$ cat src/rtl/reg4_share_pkg.sv
// Shared types and sizing constants for the reg4 share arbiter slice.
package reg4_share_pkg;

  typedef enum logic {IDLE, OWN} arb_state_t;

  // Hold counter width; supports HOLD_MAX up to 2**HOLD_CNT_W.
  localparam int HOLD_CNT_W = 8;

endpackage

$ cat src/rtl/reg4_share_arbiter_reg_nbit_sync.sv
// WIDTH-bit storage register with synchronous active-high reset and load enable.
module reg_nbit_sync #(
  parameter int WIDTH = 4
) (
  input  logic             clk,
  input  logic             reset,
  input  logic             load,
  input  logic [WIDTH-1:0] d,
  output logic [WIDTH-1:0] q
);

  always_ff @(posedge clk) begin
    if (reset)
      q <= '0;
    else if (load)
      q <= d;
  end

endmodule

$ cat src/rtl/reg4_share_arbiter.sv
// Round-robin req/gnt arbiter sharing one register among NREQ requesters,
// with lock-based multi-cycle ownership, hold timeout and illegal-write flag.
module reg4_share_arbiter
  import reg4_share_pkg::*;
#(
  parameter int NREQ     = 4,
  parameter int WIDTH    = 4,
  parameter int HOLD_MAX = 8
) (
  input  logic                  clk,
  input  logic                  reset,
  input  logic [NREQ-1:0]       req,
  input  logic [NREQ-1:0]       lock,
  input  logic [NREQ-1:0]       wr_en,
  input  logic [NREQ*WIDTH-1:0] wr_data,
  output logic [NREQ-1:0]       gnt,
  output logic [WIDTH-1:0]      q,
  output logic                  busy,
  output logic                  timeout_err,
  output logic                  illegal_wr
);

  localparam int PTR_W = (NREQ > 1) ? $clog2(NREQ) : 1;
  localparam logic [PTR_W-1:0]      PTR_LAST = PTR_W'(NREQ - 1);
  localparam logic [HOLD_CNT_W-1:0] CNT_LAST = HOLD_CNT_W'(HOLD_MAX - 1);

  arb_state_t            state, state_n;
  logic [NREQ-1:0]       gnt_n;
  logic [PTR_W-1:0]      ptr, ptr_n;
  logic [PTR_W-1:0]      win;
  logic [HOLD_CNT_W-1:0] cnt, cnt_n;
  logic                  timeout_n, illegal_n;
  logic                  owner_req, owner_lock, owner_wr;
  logic [WIDTH-1:0]      owner_data;

  // First set request at or after p, wrapping NREQ-1 -> 0.
  function automatic logic [PTR_W-1:0] rr_pick(input logic [NREQ-1:0] r,
                                               input logic [PTR_W-1:0] p);
    logic [PTR_W-1:0] idx;
    logic [PTR_W-1:0] pick;
    logic             found;
    idx   = p;
    pick  = '0;
    found = 1'b0;
    for (int unsigned i = 0; i < NREQ; i++) begin
      if (!found && r[idx]) begin
        found = 1'b1;
        pick  = idx;
      end
      idx = (idx == PTR_LAST) ? '0 : idx + PTR_W'(1);
    end
    return pick;
  endfunction

  // gnt is one-hot, so masking with it selects the owner's bits directly.
  always_comb begin
    owner_req  = |(req & gnt);
    owner_lock = |(lock & gnt);
    owner_wr   = |(wr_en & gnt);
    owner_data = '0;
    for (int unsigned k = 0; k < NREQ; k++) begin
      if (gnt[k])
        owner_data = wr_data[k*WIDTH +: WIDTH];
    end
  end

  reg_nbit_sync #(.WIDTH(WIDTH)) u_store (
    .clk   (clk),
    .reset (reset),
    .load  (owner_wr),
    .d     (owner_data),
    .q     (q)
  );

  always_comb begin
    state_n   = state;
    gnt_n     = gnt;
    ptr_n     = ptr;
    cnt_n     = cnt;
    timeout_n = 1'b0;
    illegal_n = |(wr_en & ~gnt);
    win       = rr_pick(req, ptr);
    case (state)
      IDLE: begin
        if (|req) begin
          gnt_n   = NREQ'(1) << win;
          state_n = OWN;
          ptr_n   = (win == PTR_LAST) ? '0 : win + PTR_W'(1);
          cnt_n   = '0;
        end
      end
      OWN: begin
        if (!owner_req || !owner_lock) begin
          gnt_n   = '0;
          state_n = IDLE;
        end else if (cnt == CNT_LAST) begin
          gnt_n     = '0;
          state_n   = IDLE;
          timeout_n = 1'b1;
        end else begin
          cnt_n = cnt + HOLD_CNT_W'(1);
        end
      end
      default: begin
        gnt_n   = '0;
        state_n = IDLE;
      end
    endcase
  end

  always_ff @(posedge clk) begin
    if (reset) begin
      state       <= IDLE;
      gnt         <= '0;
      ptr         <= '0;
      cnt         <= '0;
      timeout_err <= 1'b0;
      illegal_wr  <= 1'b0;
    end else begin
      state       <= state_n;
      gnt         <= gnt_n;
      ptr         <= ptr_n;
      cnt         <= cnt_n;
      timeout_err <= timeout_n;
      illegal_wr  <= illegal_n;
    end
  end

  assign busy = (state == OWN);

endmodule

$ cat config.mk
export PLATFORM = sky130hd
export DESIGN_NAME = reg4_share_arbiter
export DESIGN_NICKNAME = d
export VERILOG_FILES = /design/src/rtl/reg4_share_pkg.sv /design/src/rtl/reg4_share_arbiter_reg_nbit_sync.sv /design/src/rtl/reg4_share_arbiter.sv
export SDC_FILE = /design/constraint.sdc
export NUM_CORES = 1
export LEC_CHECK = 0
export ABC_AREA = 1
export CORE_UTILIZATION = 49
export CTS_CLUSTER_DIAMETER = 80
export DETAILED_ROUTE_END_ITERATION = 8
export GPL_ROUTABILITY_DRIVEN = 0
export PLACE_DENSITY = 0.8
export REMOVE_ABC_BUFFERS = 1
export SLEW_MARGIN = 20
export SYNTH_ARGS = -nofsm -noshare
export SYNTH_HDL_FRONTEND = slang
export SYNTH_SLANG_ARGS = --single-unit
export TNS_END_PERCENT = 100
$ cat constraint.sdc
create_clock -name clk -period 2.5 [get_ports clk]
set_input_delay 0.25 -clock clk [delete_from_list [all_inputs] [get_ports clk]]
set_output_delay 0.25 -clock clk [all_outputs]
set_load 0.005 [all_outputs]
==> results list <==
- In this run the power density over the cells is 899 nW/um^2.
* Sequential area share after synthesis: 26.7%
* Area of the core: 3050 um^2
* Crit Path Class: reg2reg
- Count of cells resized by post-cts repair: 0
- Total standard cell area after synthesis: 1570 um^2
- Clock tree synthesis found a total of 21 sinks.
- At the end of the flow, the number of nets in the layout was 312.
* Total placed cells including tap cells: 315
- Maximum VDD drop: 0.765 mV
- Floorplan row count: 20
- Total via count after detailed routing: 1607
- Layout cell share with drive strength beyond 1: 13.1%
- Crit. End Element: register
- Worst-case hold slack: 503 ps
- From synthesis to final layout, the design area changed by 28.0%.
- Clock latency on the worst-skew pair, taken at its later pin, is 310 ps.
- Number of max-slew violations in the final report: 0
- Global routing used 23.3% of the available tracks across all layers.
- Clock skew on the completed layout was measured at 6.61 ps.
- The worst hold path begins at cnt[7]$_SDFFE_PP0P_.
* Placed wire-length estimate after detailed placement: 2960 um
- Setup violations remaining at the end of the flow were counted as 0.
- For the pin with the worst max-slew slack, the measured transition is 413 ps.
- The first detailed-routing pass ran for 4 iterations.
- The final count of hold timing violations came to 0.
* Endpoint required time on the critical path: 2710 ps
- The path class of the tightest hold or removal check is reg2reg.
* Clock buffers created by TritonCTS: 3
* Via count of the first global-routing pass: 1429
- The number of hold buffers added after CTS was 0.
* CP Launch Point: ptr[1]$_SDFFE_PP0P_
- Crit Path Max Fanout: 7
- Post-synthesis simple-gate area fraction: 44.7%
* Post-DRT Antenna Nets: 0
- For this run, the number of standard cells in the final layout without fillers is 319.
- Number of remaining DRC errors: 0
- Overall overflow remaining after global route: 0
* Headroom to the max-slew limit: 72.4%
- After clock tree synthesis, the clock-pin slew on the worst setup and hold paths is 110 ps.
- DRC marker count from the first detailed-route iteration: 85
- The routed design could run at a clock period as short as 2090 ps.
* Critical Path Source Type: register
- Leakage Power: 0.870 nW
* Maximum clock path buffer count: 2
* Post-detailed-routing wire length: 3840 um
- Area fraction in compound gates after synthesis: 11.8%
- Counting every instance in the synthesized netlist gives 236.
- In the synthesized netlist, mux cells make up 0% of the area.
* Routed wirelength normalized by instance count: 12.0 um
- Run status: finished clean
* Startpoint of the worst-slack reg-to-reg timing path: ptr[1]$_SDFFE_PP0P_
- After filler insertion, the fill cell instance count of the layout stands at 289.
- Setup total negative slack on the finished layout was measured at 0 ps.
- In this run the tool buffered the top-level ports with 40 buffer cells.
- The die is 58.7 um wide.
- After Yosys synthesis, XOR and XNOR cells account for 2.23% of the synthesized area.
- FF+latch count, synth: 21
- H-tree level count: 1
- Dominant combinational cell family by area after synthesis: simple AND/OR/NAND/NOR gates
- Setup repair after global routing missed its margin: false
- Each instance of the synthesized netlist takes up on average 6.67 um^2.
- The tool flagged a number of max-cap violations equal to 0.
- Tcrit/Tclk final: 83.8%
- The first global-routing pass estimated 6180 um of wire.
* Count of distinct cell types in the synthesized netlist: 31
* Pin count of the biggest net entering global routing: 13
* Final Core Density: 66.0%
- The die covers 3440 um^2.
- Starting Density: 51.6%
- Mean number of vias per cell: 5.04
- # diodes: 0
* CTS tree: done
- The number of antenna violations at the first check in global routing came to 0.
* Timing-limited maximum frequency: 0.477 GHz
* Die height: 58.7 um
- Total of warnings raised by yosys: 0
- Data arrives at the worst endpoint at 2300 ps.
- In this run the clock root is driven by a sky130_fd_sc_hd__clkbuf_4.
* Post-CTS setup buffer count: 0
- I/O pin cnt: 41
- Adder and majority gate portion of the synthesized area: 4.77%
==> cell type report <==
class | instances | area (um^2) | area share, %
timing repair buffer | 42 | 415 | 20.6
multi-input combinational | 184 | 1000 | 49.6
tap | 44 | 55.1 | 2.73
inverter | 24 | 96.3 | 4.78
sequential | 21 | 420 | 20.9
clock buffer | 3 | 22.5 | 1.12
clock inverter | 1 | 5.00 | 0.248
==> cells by family after synthesis <==
group                      Yosys count
and+or+nand+nor                    140
AOI/OAI and AO/OA                   34
buffers and inverters               31
DFF                                 21
adders and majority gates            6
xor gates and xnor gates             4
==> per-layer routing <==
layer	global-route usage (%)	share of wire, %	up-vias
li1	-	-	847
met1	29.5	48	715
met3	3.08	5.5	6
met5	0	0	-
met2	39.2	44	39
met4	10.5	2.1	0
==> synth_stat cells (all sizes together) <==
cell type / instances / area, um^2
inv: 23 / 91.3
ha: 6 / 75.1
clkinv: 1 / 5.00
o211ai: 4 / 30.0
nand4: 4 / 25.0
o21ai: 7 / 35.0
o22ai: 2 / 12.5
a221oi: 1 / 8.76
nand3: 25 / 153
and2: 2 / 15.0
xor2: 3 / 26.3
nand2: 87 / 389
dfxtp: 21 / 420
buf: 6 / 53.8
a21oi: 20 / 100
nor2: 18 / 101
xnor2: 1 / 8.76
nor3: 4 / 20.0
clkbuf: 1 / 3.75
==> power breakdown <==
| part | total [W] | internal, W | switching [W] |
|---|---|---|---|
| Clock | 0.000161 | 0.0000598 | 0.000101 |
| Sequential | 0.000496 | 0.000406 | 0.0000894 |
| Combinational | 0.00115 | 0.000483 | 0.000672 |
| Total | 0.00181 | 0.000949 | 0.000862 |
==> sequential cells by signal (all words and copies together) (netlist names) <==
signal / count
cnt: 8
timeout_err: 1
busy: 1
ptr: 2
gnt: 4
illegal_wr: 1
u_store.q: 4
==> critical path, stage by stage (launching register included) <==
cell	delay, ps
sky130_fd_sc_hd__dfxtp_1	430
sky130_fd_sc_hd__ha_1	280
sky130_fd_sc_hd__buf_4	170
sky130_fd_sc_hd__nand3_1	110
sky130_fd_sc_hd__nand2_2	100
sky130_fd_sc_hd__nor2_8	120
sky130_fd_sc_hd__nand2_2	70
sky130_fd_sc_hd__nor2_4	90
sky130_fd_sc_hd__nand2_1	50
sky130_fd_sc_hd__nand2_1	120
sky130_fd_sc_hd__inv_2	50
sky130_fd_sc_hd__ha_1	260
sky130_fd_sc_hd__nand2_1	70
sky130_fd_sc_hd__o21ai_0	70
==> layout by cell type, fill, tap and decap left out <==
cell type	n
sky130_fd_sc_hd__ha_1	6
sky130_fd_sc_hd__nand3_4	1
sky130_fd_sc_hd__o21ai_0	7
sky130_fd_sc_hd__nor3_1	4
sky130_fd_sc_hd__and2_1	1
sky130_fd_sc_hd__nor2_1	14
sky130_fd_sc_hd__o22ai_1	2
sky130_fd_sc_hd__clkdlybuf4s50_1	40
sky130_fd_sc_hd__dfxtp_1	21
sky130_fd_sc_hd__nand2_4	4
sky130_fd_sc_hd__xor2_1	3
sky130_fd_sc_hd__nor2_4	2
sky130_fd_sc_hd__a221oi_1	1
sky130_fd_sc_hd__nand2_2	13
sky130_fd_sc_hd__nand3_1	21
sky130_fd_sc_hd__a21oi_1	20
sky130_fd_sc_hd__clkinv_2	2
sky130_fd_sc_hd__nand4_1	4
sky130_fd_sc_hd__and2_4	1
sky130_fd_sc_hd__xnor2_1	1
sky130_fd_sc_hd__inv_6	1
sky130_fd_sc_hd__nand2_1	70
sky130_fd_sc_hd__nor2_2	1
sky130_fd_sc_hd__nor2_8	1
sky130_fd_sc_hd__inv_2	2
sky130_fd_sc_hd__buf_4	2
sky130_fd_sc_hd__clkbuf_4	3
sky130_fd_sc_hd__inv_1	20
sky130_fd_sc_hd__o211ai_1	4
sky130_fd_sc_hd__nand3_2	3
==> through the flow <==
| stage | setup slack (ps) | area, um^2 | power (W) |
|---|---|---|---|
| finish | 406 | 2010 | 0.00181 |
| global route | 226 | 2010 | 0.00199 |
| CTS | 417 | 2010 | 0.00182 |
| detailed placement | 333 | 1990 | 0.00166 |
| global placement | 381 | 1990 | 0.00163 |
| floorplan | 332 | 1520 | 0.00129 |
==> path summary, 6_finish.rpt <==
kind,to,slack [ps],cells after the start
worst max-delay path,ptr[1]$_SDFFE_PP0P_,410,13
worst min-delay path,cnt[7]$_SDFFE_PP0P_,500,2
worst max register to register,ptr[1]$_SDFFE_PP0P_,410,13
worst min register to register,cnt[7]$_SDFFE_PP0P_,500,2
Power figures use the tool's default switching activity.
